$ cat src/rtl/conv_enc_2b1_framed.sv
// conv_enc_2b1_framed
//   Rate-1/2, K=3 convolutional encoder with trellis termination. Takes a
//   serial bit stream in frames of FRAME_LEN bits under valid/ready. After
//   each frame it appends two forced-zero tail bits, so every frame ends in
//   state 00. It emits one registered 2-bit symbol per encoded bit.
//
// Ports
//   clk        rising-edge clock
//   rst        synchronous reset, active-low
//   in_valid   in_bit is valid this cycle
//   in_bit     serial data bit
//   in_ready   block accepts in_bit this cycle (low only while tailing)
//   sym_valid  sym_o is valid (one cycle per encoded bit)
//   sym_o      encoded symbol {G0 parity, G1 parity}
//   sym_first  marks the first symbol of a frame
//   sym_last   marks the last tail symbol of a frame
//   busy       FSM is not idle
//   frame_ct   number of terminated frames, wraps modulo 2^FCT_W

module conv_enc_2b1_framed #(
  parameter int unsigned FRAME_LEN = 32,
  parameter logic [2:0]  G0        = 3'b111,
  parameter logic [2:0]  G1        = 3'b101,
  parameter int unsigned FCT_W     = 16
) (
  input  logic             clk,
  input  logic             rst,
  input  logic             in_valid,
  input  logic             in_bit,
  output logic             in_ready,
  output logic             sym_valid,
  output logic [1:0]       sym_o,
  output logic             sym_first,
  output logic             sym_last,
  output logic             busy,
  output logic [FCT_W-1:0] frame_ct
);

  // Bit counter holds values 0..FRAME_LEN-1.
  localparam int unsigned   CW       = (FRAME_LEN < 2) ? 1 : $clog2(FRAME_LEN + 1);
  localparam logic [CW-1:0] LAST_IDX = CW'(FRAME_LEN - 1);

  typedef enum logic [1:0] {
    IDLE,
    DATA,
    TAIL
  } state_e;

  state_e           state_q,     state_d;
  logic [1:0]       sr_q,        sr_d;
  logic [CW-1:0]    bit_cnt_q,   bit_cnt_d;
  logic             tail_cnt_q,  tail_cnt_d;
  logic [FCT_W-1:0] frame_ct_q,  frame_ct_d;
  logic [1:0]       sym_q,       sym_d;
  logic             sym_valid_q, sym_valid_d;
  logic             first_q,     first_d;
  logic             last_q,      last_d;
  logic             busy_q,      busy_d;

  logic accept;
  logic do_enc;
  logic enc_bit;

  function automatic logic [1:0] encode(input logic b, input logic [1:0] sr);
    logic [2:0] v;
    v = {b, sr};
    return {^(v & G0), ^(v & G1)};
  endfunction

  assign in_ready = (state_q != TAIL);
  assign accept   = in_valid && in_ready;

  always_comb begin
    state_d     = state_q;
    sr_d        = sr_q;
    bit_cnt_d   = bit_cnt_q;
    tail_cnt_d  = tail_cnt_q;
    frame_ct_d  = frame_ct_q;
    sym_d       = sym_q;
    sym_valid_d = 1'b0;
    first_d     = 1'b0;
    last_d      = 1'b0;
    do_enc      = 1'b0;
    enc_bit     = 1'b0;

    unique case (state_q)
      IDLE: begin
        if (accept) begin
          do_enc    = 1'b1;
          enc_bit   = in_bit;
          first_d   = 1'b1;
          if (FRAME_LEN == 1) begin
            state_d   = TAIL;
            bit_cnt_d = '0;
          end else begin
            state_d   = DATA;
            bit_cnt_d = CW'(1);
          end
        end
      end

      DATA: begin
        if (accept) begin
          do_enc  = 1'b1;
          enc_bit = in_bit;
          // bit_cnt_q counts bits already taken; LAST_IDX means this is bit FRAME_LEN.
          if (bit_cnt_q == LAST_IDX) begin
            state_d   = TAIL;
            bit_cnt_d = '0;
          end else begin
            bit_cnt_d = bit_cnt_q + CW'(1);
          end
        end
      end

      TAIL: begin
        // Two forced zeros flush the shift register back to 00.
        do_enc     = 1'b1;
        enc_bit    = 1'b0;
        tail_cnt_d = ~tail_cnt_q;
        if (tail_cnt_q) begin
          last_d     = 1'b1;
          frame_ct_d = frame_ct_q + FCT_W'(1);
          state_d    = IDLE;
        end
      end

      default: state_d = IDLE;
    endcase

    if (do_enc) begin
      sym_d       = encode(enc_bit, sr_q);
      sr_d        = {enc_bit, sr_q[1]};
      sym_valid_d = 1'b1;
    end

    busy_d = (state_d != IDLE);
  end

  always_ff @(posedge clk) begin
    if (!rst) begin
      state_q     <= IDLE;
      sr_q        <= '0;
      bit_cnt_q   <= '0;
      tail_cnt_q  <= 1'b0;
      frame_ct_q  <= '0;
      sym_q       <= '0;
      sym_valid_q <= 1'b0;
      first_q     <= 1'b0;
      last_q      <= 1'b0;
      busy_q      <= 1'b0;
    end else begin
      state_q     <= state_d;
      sr_q        <= sr_d;
      bit_cnt_q   <= bit_cnt_d;
      tail_cnt_q  <= tail_cnt_d;
      frame_ct_q  <= frame_ct_d;
      sym_q       <= sym_d;
      sym_valid_q <= sym_valid_d;
      first_q     <= first_d;
      last_q      <= last_d;
      busy_q      <= busy_d;
    end
  end

  assign sym_valid = sym_valid_q;
  assign sym_o     = sym_q;
  assign sym_first = first_q;
  assign sym_last  = last_q;
  assign busy      = busy_q;
  assign frame_ct  = frame_ct_q;

endmodule

$ cat config.mk
export PLATFORM = sky130hd
export DESIGN_NAME = conv_enc_2b1_framed
export DESIGN_NICKNAME = d
export VERILOG_FILES = /design/src/rtl/conv_enc_2b1_framed.sv
export SDC_FILE = /design/constraint.sdc
export NUM_CORES = 1
export LEC_CHECK = 0
export CAP_MARGIN = 25
export CELL_PAD_IN_SITES_DETAIL_PLACEMENT = 1
export CELL_PAD_IN_SITES_GLOBAL_PLACEMENT = 2
export CORE_UTILIZATION = 27
export CTS_CLUSTER_DIAMETER = 50
export DETAILED_ROUTE_END_ITERATION = 8
export MAX_ROUTING_LAYER = met4
export PLACE_DENSITY_LB_ADDON = 0.1
export SYNTH_ARGS = -nofsm -noshare
export SYNTH_HDL_FRONTEND = slang
export SYNTH_SLANG_ARGS = --single-unit
export TNS_END_PERCENT = 1
$ cat constraint.sdc
create_clock -name clk -period 1.4 [get_ports clk]
set_input_delay 0.14 -clock clk [delete_from_list [all_inputs] [get_ports clk]]
set_output_delay 0.14 -clock clk [all_outputs]
set_load 0.01 [all_outputs]
==> Word level (Yosys, flattened, before mapping) <==
Cells that the tools add are included.
{ "classes": {"add_sub_neg": 2, "n_eq_ne": 6, "n_bitwise": 1, "n_reduce_logical": 11, "mux": 15} }
{ "op_table": {"columns": ["cell", "count"], "rows": [
  ["2-to-1 mux 6 bit", 3],
  ["adder 16 x 1 -> 16 bit (second input constant)", 1],
  ["one-hot mux 6 bit (2 select lines)", 1],
  ["2-to-1 mux 2 bit", 4],
  ["adder 6 x 1 -> 6 bit (second input constant)", 1],
  ["== test 6 x 5 -> 1 bit (second input constant)", 1],
  ["inequality test 2 bit (second input constant)", 3],
  ["one-hot mux 2 bit (3 select lines)", 1],
  ["AND reduction 2 bit", 3],
  ["XOR reduction 3 bit", 2],
  ["2-to-1 mux 1 bit", 5],
  ["nonzero test 2 bit", 2],
  ["AND reduction 3 bit", 1],
  ["== test 2 x 1 -> 1 bit (second input constant)", 1],
  ["== test 2 bit (second input constant)", 1],
  ["logical NOT 2 bit", 1],
  ["one-hot mux 1 bit (2 select lines)", 1],
  ["OR reduction 2 bit", 1],
  ["logical AND 1 bit", 1],
  ["inverter 1 bit", 1]
]} }
{ "totals": {"ff_bits": 33, "word_cells": 45} }

==> Longest topological paths before layout <==
Gate-level depths: netlist of the first run.
{ "logic_depth": {"word_depth": 5, "mapped_depth": 7} }

==> Worst setup path after synthesis of the first run <==
Ideal clock, no wire load.
{ "synth_path": {"path_type": "register to register", "from": "register frame_ct_q[3], in the netlist frame_ct[3]", "to": "register frame_ct_q[11], in the netlist frame_ct[11]", "path_slack_ns": -0.139, "period_less_slack_ns": 1.539, "t_arrival_ns": 1.467, "n_path_buf": 0, "path_stages_with_launch": 5, "required_ns": 1.328, "path_cell_list": "dfxtp_1 nand4_4 or3_4 or3_1 a21oi_1"} }
{ "synth_between": {"elab_chain_len": 1} }
{ "synth_rtl": {"columns": ["item", "line_no", "rtl"], "rows": [
  ["from (decl)", "53", "logic [FCT_W-1:0] frame_ct_q, frame_ct_d;"],
  ["from (signal assigned)", "157", "frame_ct_q <= frame_ct_d;"],
  ["adder 16 x 1 -> 16 bit", "123", "frame_ct_d = frame_ct_q + FCT_W'(1);"]
]} }
Every way passes these cells.
A chain may end at the register's enable or synchronous reset.

==> Worst setup path after layout of the first run <==
{ "layout_path": {"from": "register frame_ct_q[5], in the netlist frame_ct[5]", "to": "register frame_ct_q[11], in the netlist frame_ct[11]"} }
Same word-level chain as after synthesis.

==> results by group, run 1 <==
Power and ir drop
  – IR drop worst, VDD: 429 uV
  – Leakage: 0.871 nW
  – Pwr dens: 838 mW/mm2
  – Final Total Pwr: 0.00179 W

Finish
  – Finished Cell Area: 0.00214 mm2
  – Final Util: 41.3%
  – NumNets Final: 230
  – Fraction of layout cells with a size suffix above 1: 26.7%
  – N_diodes: 0
  – Area growth syn-to-layout: 45.9%

Synth
  – Synth area leader: dfxtp_1
  – Commonest cells in the netlist: dfxtp_1 (33), nor2_1 (25), nand2_1 (14)
  – Yosys warnings: 0
  – Post-synth net total: 176
  – Post-Synthesis Cells: 170
  – Async SR Flop Fraction: 0%
  – Synth Flop Type: dfxtp_1
  – Seq cells post-synth: 33
  – Post-synthesis sequential area ratio: 45.1%
  – Mapped Avg Cell Area: 8.62 um2
  – Area contributors post-synth: dfxtp_1 (45%), xnor2_1 (6.6%), nor2_1 (6.4%), a21oi_1 (4.4%), nand2_1 (3.6%)
  – Synth Cell Area: 0.00147 mm2
  – Share of the synthesized area in the top cell type: 45.1%
  – Library cells used by synthesis: 36
  – Count leader, synth: dfxtp_1
  – EDFF count, synth: 0

Worst setup path
  – Critical-path top delay cell: or3_4
  – CP startpoint kind: flop
  – Launching point of the worst reg2reg path: frame_ct[5]
  – Crit-path max cell delay: 420 ps
  – R2R Setup Slk: -20 ps
  – Worst Path Arrival: 1620 ps
  – Worst-path maximum fanout: 5
  – WS Path Type: flop to flop
  – WP data required: 1610 ps
  – CP Cell Sequence: nand4_4 > or3_4 > or3_1 > a21oi_1
  – Worst R2R Path Depth: 4
  – Worst setup EP type: flop
  – R2r endpoint: frame_ct[11]

Detailed routing
  – Initial drt markers: 22
  – DRC Markers: 0
  – Routed vias: 1375
  – First drt pass iteration count: 2
  – Final ANT Viol Nets: 0
  – Wire per inst: 12.8 um
  – Drt total wl: 3780 um
  – Via density: 4.66

STA
  – Final Max Slew Viols: 0
  – Fmax achieved: 707 MHz
  – Fin crit share: 101%
  – Slew HR: 80.3%
  – Final hold vios: 0
  – Final number of setup-violating endpoints: 1
  – Tmin final: 1420 ps
  – RSZ-0062 raised after global routing: true
  – Worst Skew: 7.01 ps
  – Worst setup margin: -15.2 ps
  – Hold WS: 470 ps
  – Slew @ Worst Pin: 293 ps

Place
  – GP Congestion: 0.789
  – Dpl cell area: 0.00202 mm2
  – Port Buffers: 26
  – Dpl ws: -57.2 ps
  – HPWL after detailed placement: 2930 um

Clock network
  – Clk buf depth: 2
  – Htree depth: 2
  – Clock transition at path regs: 70 ps
  – Clock sink count: 33
  – Postcts setup bufs: 0
  – # hold bufs at CTS: 0
  – Total CTS buffers: 5
  – Clock latency on the worst-skew pair: 280 ps
  – Clk root buf: clkbuf_8
  – CTS tree: yes

Global route
  – Largest net degree at the start of global routing: 12
  – Gr ovfl total: 0
  – Gr usage total: 15.2%
  – Initial antenna violation count: 0
  – First-pass GRT wire length: 6230 um
  – Vias in the first global route: 1402

Floorplan
  – # rows: 26
  – Die area: 0.00573 mm2
  – Starting Density: 28.3%
  – I/O pin total: 27
  – Die Y: 75.7 um
  – CORE AREA: 0.00517 mm2
  – Chip width: 75.7 um

Run status
  – Failing checks: setup timing
  – Status: finished with violations

Job
  – Maxcap violations: 0

Min path
  – Worst Hold Depth: 2
  – Worst Hold Class: flop to flop
  – Worst Hold End: frame_ct[15]
  – Min-Delay Startpoint: frame_ct[15]
==> power breakdown <==
part / internal [W] / total (W) / switching [W]
sequential: 0.000948 / 0.000959 / 0.0000112
clock: 0.000345 / 0.000700 / 0.000355
combinational: 0.0000673 / 0.000133 / 0.0000653
==> layout make-up <==
| cell class | instances | area, um2 |
|---|---|---|
| Tap cell | 70 | 87.6 |
| Fill cell | 602 | 3040 |
| Timing Repair Buffer | 54 | 467 |
| Clock buffer | 6 | 72.6 |
| Sequential cell | 33 | 687 |
| Multi-Input combinational cell | 125 | 795 |
| Clock inverter | 2 | 10.0 |
| Inverter | 5 | 18.8 |
==> worst max path at each step <==
stage	startpoint	endpoint	cells past startpoint
floorplan	state_q[0]	frame_ct[12]	4
global placement	frame_ct[5]	frame_ct[13]	4
detailed placement	in_valid	sym_o[0]	6
CTS	frame_ct[11]	frame_ct[11]	1
global route	frame_ct[5]	frame_ct[11]	4
finish	frame_ct[5]	frame_ct[11]	4
==> layout by cell type, fill, tap and decap left out, types with 2 or more instances in the layout <==
cell | synthesis | final
buf_4 | 0 | 27
nand2_1 | 14 | 14
a21oi_1 | 13 | 12
nor2b_1 | 5 | 4
nor3_1 | 5 | 5
clkinv_2 | 0 | 2
nand4_1 | 6 | 6
dfxtp_1 | 33 | 20
nor4_2 | 1 | 2
nor2_1 | 25 | 24
dlygate4sd2_1 | 0 | 8
nand2b_1 | 2 | 2
nand3_1 | 4 | 4
nand4b_1 | 3 | 3
inv_1 | 4 | 4
clkdlybuf4s50_1 | 0 | 17
xor2_1 | 3 | 3
o21ai_0 | 9 | 9
and3_1 | 3 | 3
or3_1 | 3 | 3
xnor2_1 | 11 | 11
dfxtp_2 | 0 | 9
clkbuf_8 | 0 | 5
dfxtp_4 | 0 | 4
==> sequential cells by signal (all words and copies together), names as in the netlist <==
| name | flops |
|---|---|
| bit_cnt_q | 6 |
| busy | 1 |
| frame_ct | 16 |
| sr_q | 2 |
| state_q | 2 |
| sym_first | 1 |
| sym_last | 1 |
| sym_o | 2 |
| sym_valid | 1 |
| tail_cnt_q | 1 |
==> through the flow <==
| step | instances | TNS [ps] |
|---|---|---|
| after floorplan | 170 | -17.9 |
| after detailed placement | 287 | -95.5 |
| after CTS | 295 | -79.6 |
| final | 295 | -15.2 |
| after global routing | 295 | -157 |
| after global placement | 287 | 0 |
==> repair_timing <==
item                       CTS  global route
gates cloned                 0             0
gates resized for setup     11            12
setup endpoints to repair   12            16
pin swaps                    0             1
==> cells by family after synthesis <==
family	after synthesis	synth area share [%]
xor gates and xnor gates	14	8.37
AOI/OAI and AO/OA	28	10.6
and+or+nand+nor	80	30.2
DFF	33	45.1
adders and majority gates	2	1.71
muxes	1	0.683
buffers and inverters	12	3.33
==> worst max-delay path, delay by kind of cell (launching register included) <==
family             cells  cell delay, ps
and+or+nand+nor        3             840
DFF                    1             370
AOI/OAI and AO/OA      1             130
==> routing by layer <==
metal	global-route usage, %	wire, um	vias up
met2	27.3	1990	20
met3	4.50	130	5
met5	-	0	-
met4	6.17	47	0
li1	-	-	696
met1	15.5	1610	654
(Power assumes the default switching activity.)
==> inputs of run 2 (changes only) <==
==> constraint.sdc (replaced) <==
create_clock -name clk -period 1.4 [get_ports clk]
set_input_delay 0.14 -clock clk [delete_from_list [all_inputs] [get_ports clk]]
set_output_delay 0.14 -clock clk [all_outputs]
set_load 0.1 [all_outputs]
==> run 2 against run 1 <==
Against the previous run: the flow still finishes with violations (setup timing); hold slack better by 21 ps; cell count grew 3.1%; first-iteration DRC count rose by 64%; sequential share of layout area down 3.7 points; worst setup slack better by 5.9 ps; power increased by 6.5%; die area unchanged; count of clock-buffer cells in the layout did not move; combinational power up 68%; critical path type unchanged; critical endpoint is now frame_ct[12]; highest routed layer unchanged.
==> results by group, run 2 (synthesis results as in run 1) <==
Run status
  – Status: finished with violations
  – Failing checks: setup timing

Worst setup path
  – WS Path Type: flop to flop
  – Worst-path maximum fanout: 8
  – WP data required: 1620 ps
  – Launching point of the worst reg2reg path: state_q[0]
  – R2R Setup Slk: -9 ps
  – Worst R2R Path Depth: 5
  – Worst setup EP type: flop
  – Worst Path Arrival: 1620 ps
  – R2r endpoint: frame_ct[12]
  – CP startpoint kind: flop
  – Worst setup path start: state_q[0]

STA
  – Final hold vios: 0
  – Setup_tns: -15.2 ps
  – Fmax achieved: 710 MHz
  – Worst Skew: 5.16 ps
  – Tmin final: 1410 ps
  – Final Max Slew Viols: 0
  – RSZ-0062 raised after global routing: true
  – Final number of setup-violating endpoints: 2
  – Worst setup margin: -9.29 ps
  – Slew @ Worst Pin: 320 ps
  – Fin crit share: 101%
  – Slew HR: 78.5%

Detailed routing
  – Met3 routed WL: 136 um
  – DRC Markers: 0
  – Final ANT Viol Nets: 0
  – Via density: 4.67
  – Metal1 wirelength: 1670 um
  – Drt total wl: 3950 um
  – Initial drt markers: 36
  – Wire per inst: 13.0 um
  – Max layer used: met4
  – Met2 wire length: 2080 um
  – Routed vias: 1420
  – First drt pass iteration count: 4

Clock network
  – Clock sink count: 33
  – Clock transition at path regs: 70 ps
  – CTS tree: yes
  – Total CTS buffers: 5
  – Clock latency on the worst-skew pair: 280 ps
  – # hold bufs at CTS: 0
  – Htree depth: 2
  – Clk buf depth: 2
  – Clk root buf: clkbuf_8

Finish
  – Fraction of layout cells with a size suffix above 1: 43.6%
  – Area growth syn-to-layout: 70.5%
  – Highest-count cells in the layout ignoring fill and taps: buf_4 (34), nor2_1 (23), buf_12 (23)
  – NumNets Final: 239
  – Final Util: 48.3%
  – Commonest non-fill, non-tap cell in the layout: buf_4
  – Largest register FFs: 16
  – N_diodes: 0

Min path
  – Min-Delay Startpoint: rst
  – Worst Hold Depth: 3
  – Worst Hold Class: input pin to flop
  – Worst Hold End: sym_first

Power and ir drop
  – IR drop worst, VDD: 401 uV
  – Pwr dens: 764 mW/mm2
  – Power share of the combinational group: 11.7%
  – Net Sw Frac: 25.8%
  – Final Total Pwr: 0.00191 W
  – Sequential Power Share: 49.8%
  – Clock network power share: 38.5%
  – Psw: 0.000492 W
  – Cell internal pwr: 0.00142 W
  – Leakage: 0.991 nW

Global route
  – Largest net degree at the start of global routing: 20
  – Initial antenna violation count: 0
  – Gr ovfl total: 0
  – Gr usage total: 16.0%
  – Vias in the first global route: 1479
  – First-pass GRT wire length: 6560 um

Floorplan
  – Chip width: 75.7 um
  – Die area: 0.00573 mm2
  – # rows: 26
  – Starting Density: 28.3%
  – I/O pin total: 27
  – Die Y: 75.7 um
  – CORE AREA: 0.00517 mm2

Job
  – Maxcap violations: 0

Place
  – HPWL after detailed placement: 3000 um
  – Port Buffers: 26
  – GP Congestion: 0.776
[run 2: cell types whose count changed in the layout (fill, tap and decap cells not counted), moves of 5 or more]
cell / before / now
clkdlybuf4s50_1: 17 / 3
dlygate4sd2_1: 8 / 0
dfxtp_4: 4 / 11
buf_4: 27 / 34
buf_12: 0 / 23
dfxtp_1: 20 / 15
[run 2: final cells by class]
class / instances / area (um2)
Timing Repair Buffer: 63 / 779
Inverter: 5 / 22.5
Sequential cell: 33 / 711
Clock buffer: 6 / 82.6
Fill cell: 581 / 2670
Multi-Input combinational cell: 125 / 807
Tap cell: 70 / 87.6
Clock inverter: 2 / 8.76
[run 2: timing repair]
action	in CTS	in global routing
buffers inserted	4	1
gates cloned	0	0
pin swaps	8	1
resized for setup	5	14
setup endpoints to repair	5	13
[run 2: worst max-delay path by stage]
| stage | end | depth (start not counted) |
|---|---|---|
| floorplan | frame_ct[11] | 4 |
| global placement | frame_ct[15] | 4 |
| detailed placement | frame_ct[13] | 4 |
| CTS | in_ready | 5 |
| global route | frame_ct[12] | 5 |
| finish | frame_ct[12] | 5 |
[run 2: through the flow]
step	instances	worst slack [ps]	instance area, um2	hold WS [ps]
5_1_grt	304	-74.5	2500	504
2_1_floorplan	170	-240	1520	258
3_5_place_dp	291	-62.2	2310	487
3_3_place_gp	291	-4.66	2310	473
4_1_cts	303	-35.0	2440	482
6_report	304	-9.29	2500	490
[run 2: metal layers]
| layer | global-route usage [%] | vias to the layer above |
|---|---|---|
| met1 | 17.4 | 683 |
| met5 | - | - |
| met4 | 6.17 | 0 |
| li1 | - | 707 |
| met3 | 3.57 | 7 |
| met2 | 28.2 | 23 |
[run 2: worst max-delay path, cell delays in order (launching register included)]
cell,delay [ps]
dfxtp_1,310
buf_4,140
nand4b_1,190
buf_6,160
or4_1,410
a21oi_2,130
[run 2: power by group through the flow]
| stage | clock, W | combinational (W) | sequential, W |
|---|---|---|---|
| after floorplan | 0 | 0.0000574 | 0.00103 |
| after global placement | 0 | 0.000213 | 0.000972 |
| after detailed placement | 0 | 0.000217 | 0.000972 |
| after CTS | 0.000773 | 0.000219 | 0.000950 |
| after global routing | 0.000808 | 0.000237 | 0.000951 |
| final | 0.000736 | 0.000223 | 0.000950 |
==> inputs of run 3 (changes only) <==
SLEW_MARGIN = 20   (was unset)
==> results of run 3 <==
Same layout as run 2: the final DEF is identical, and so are final timing and power.
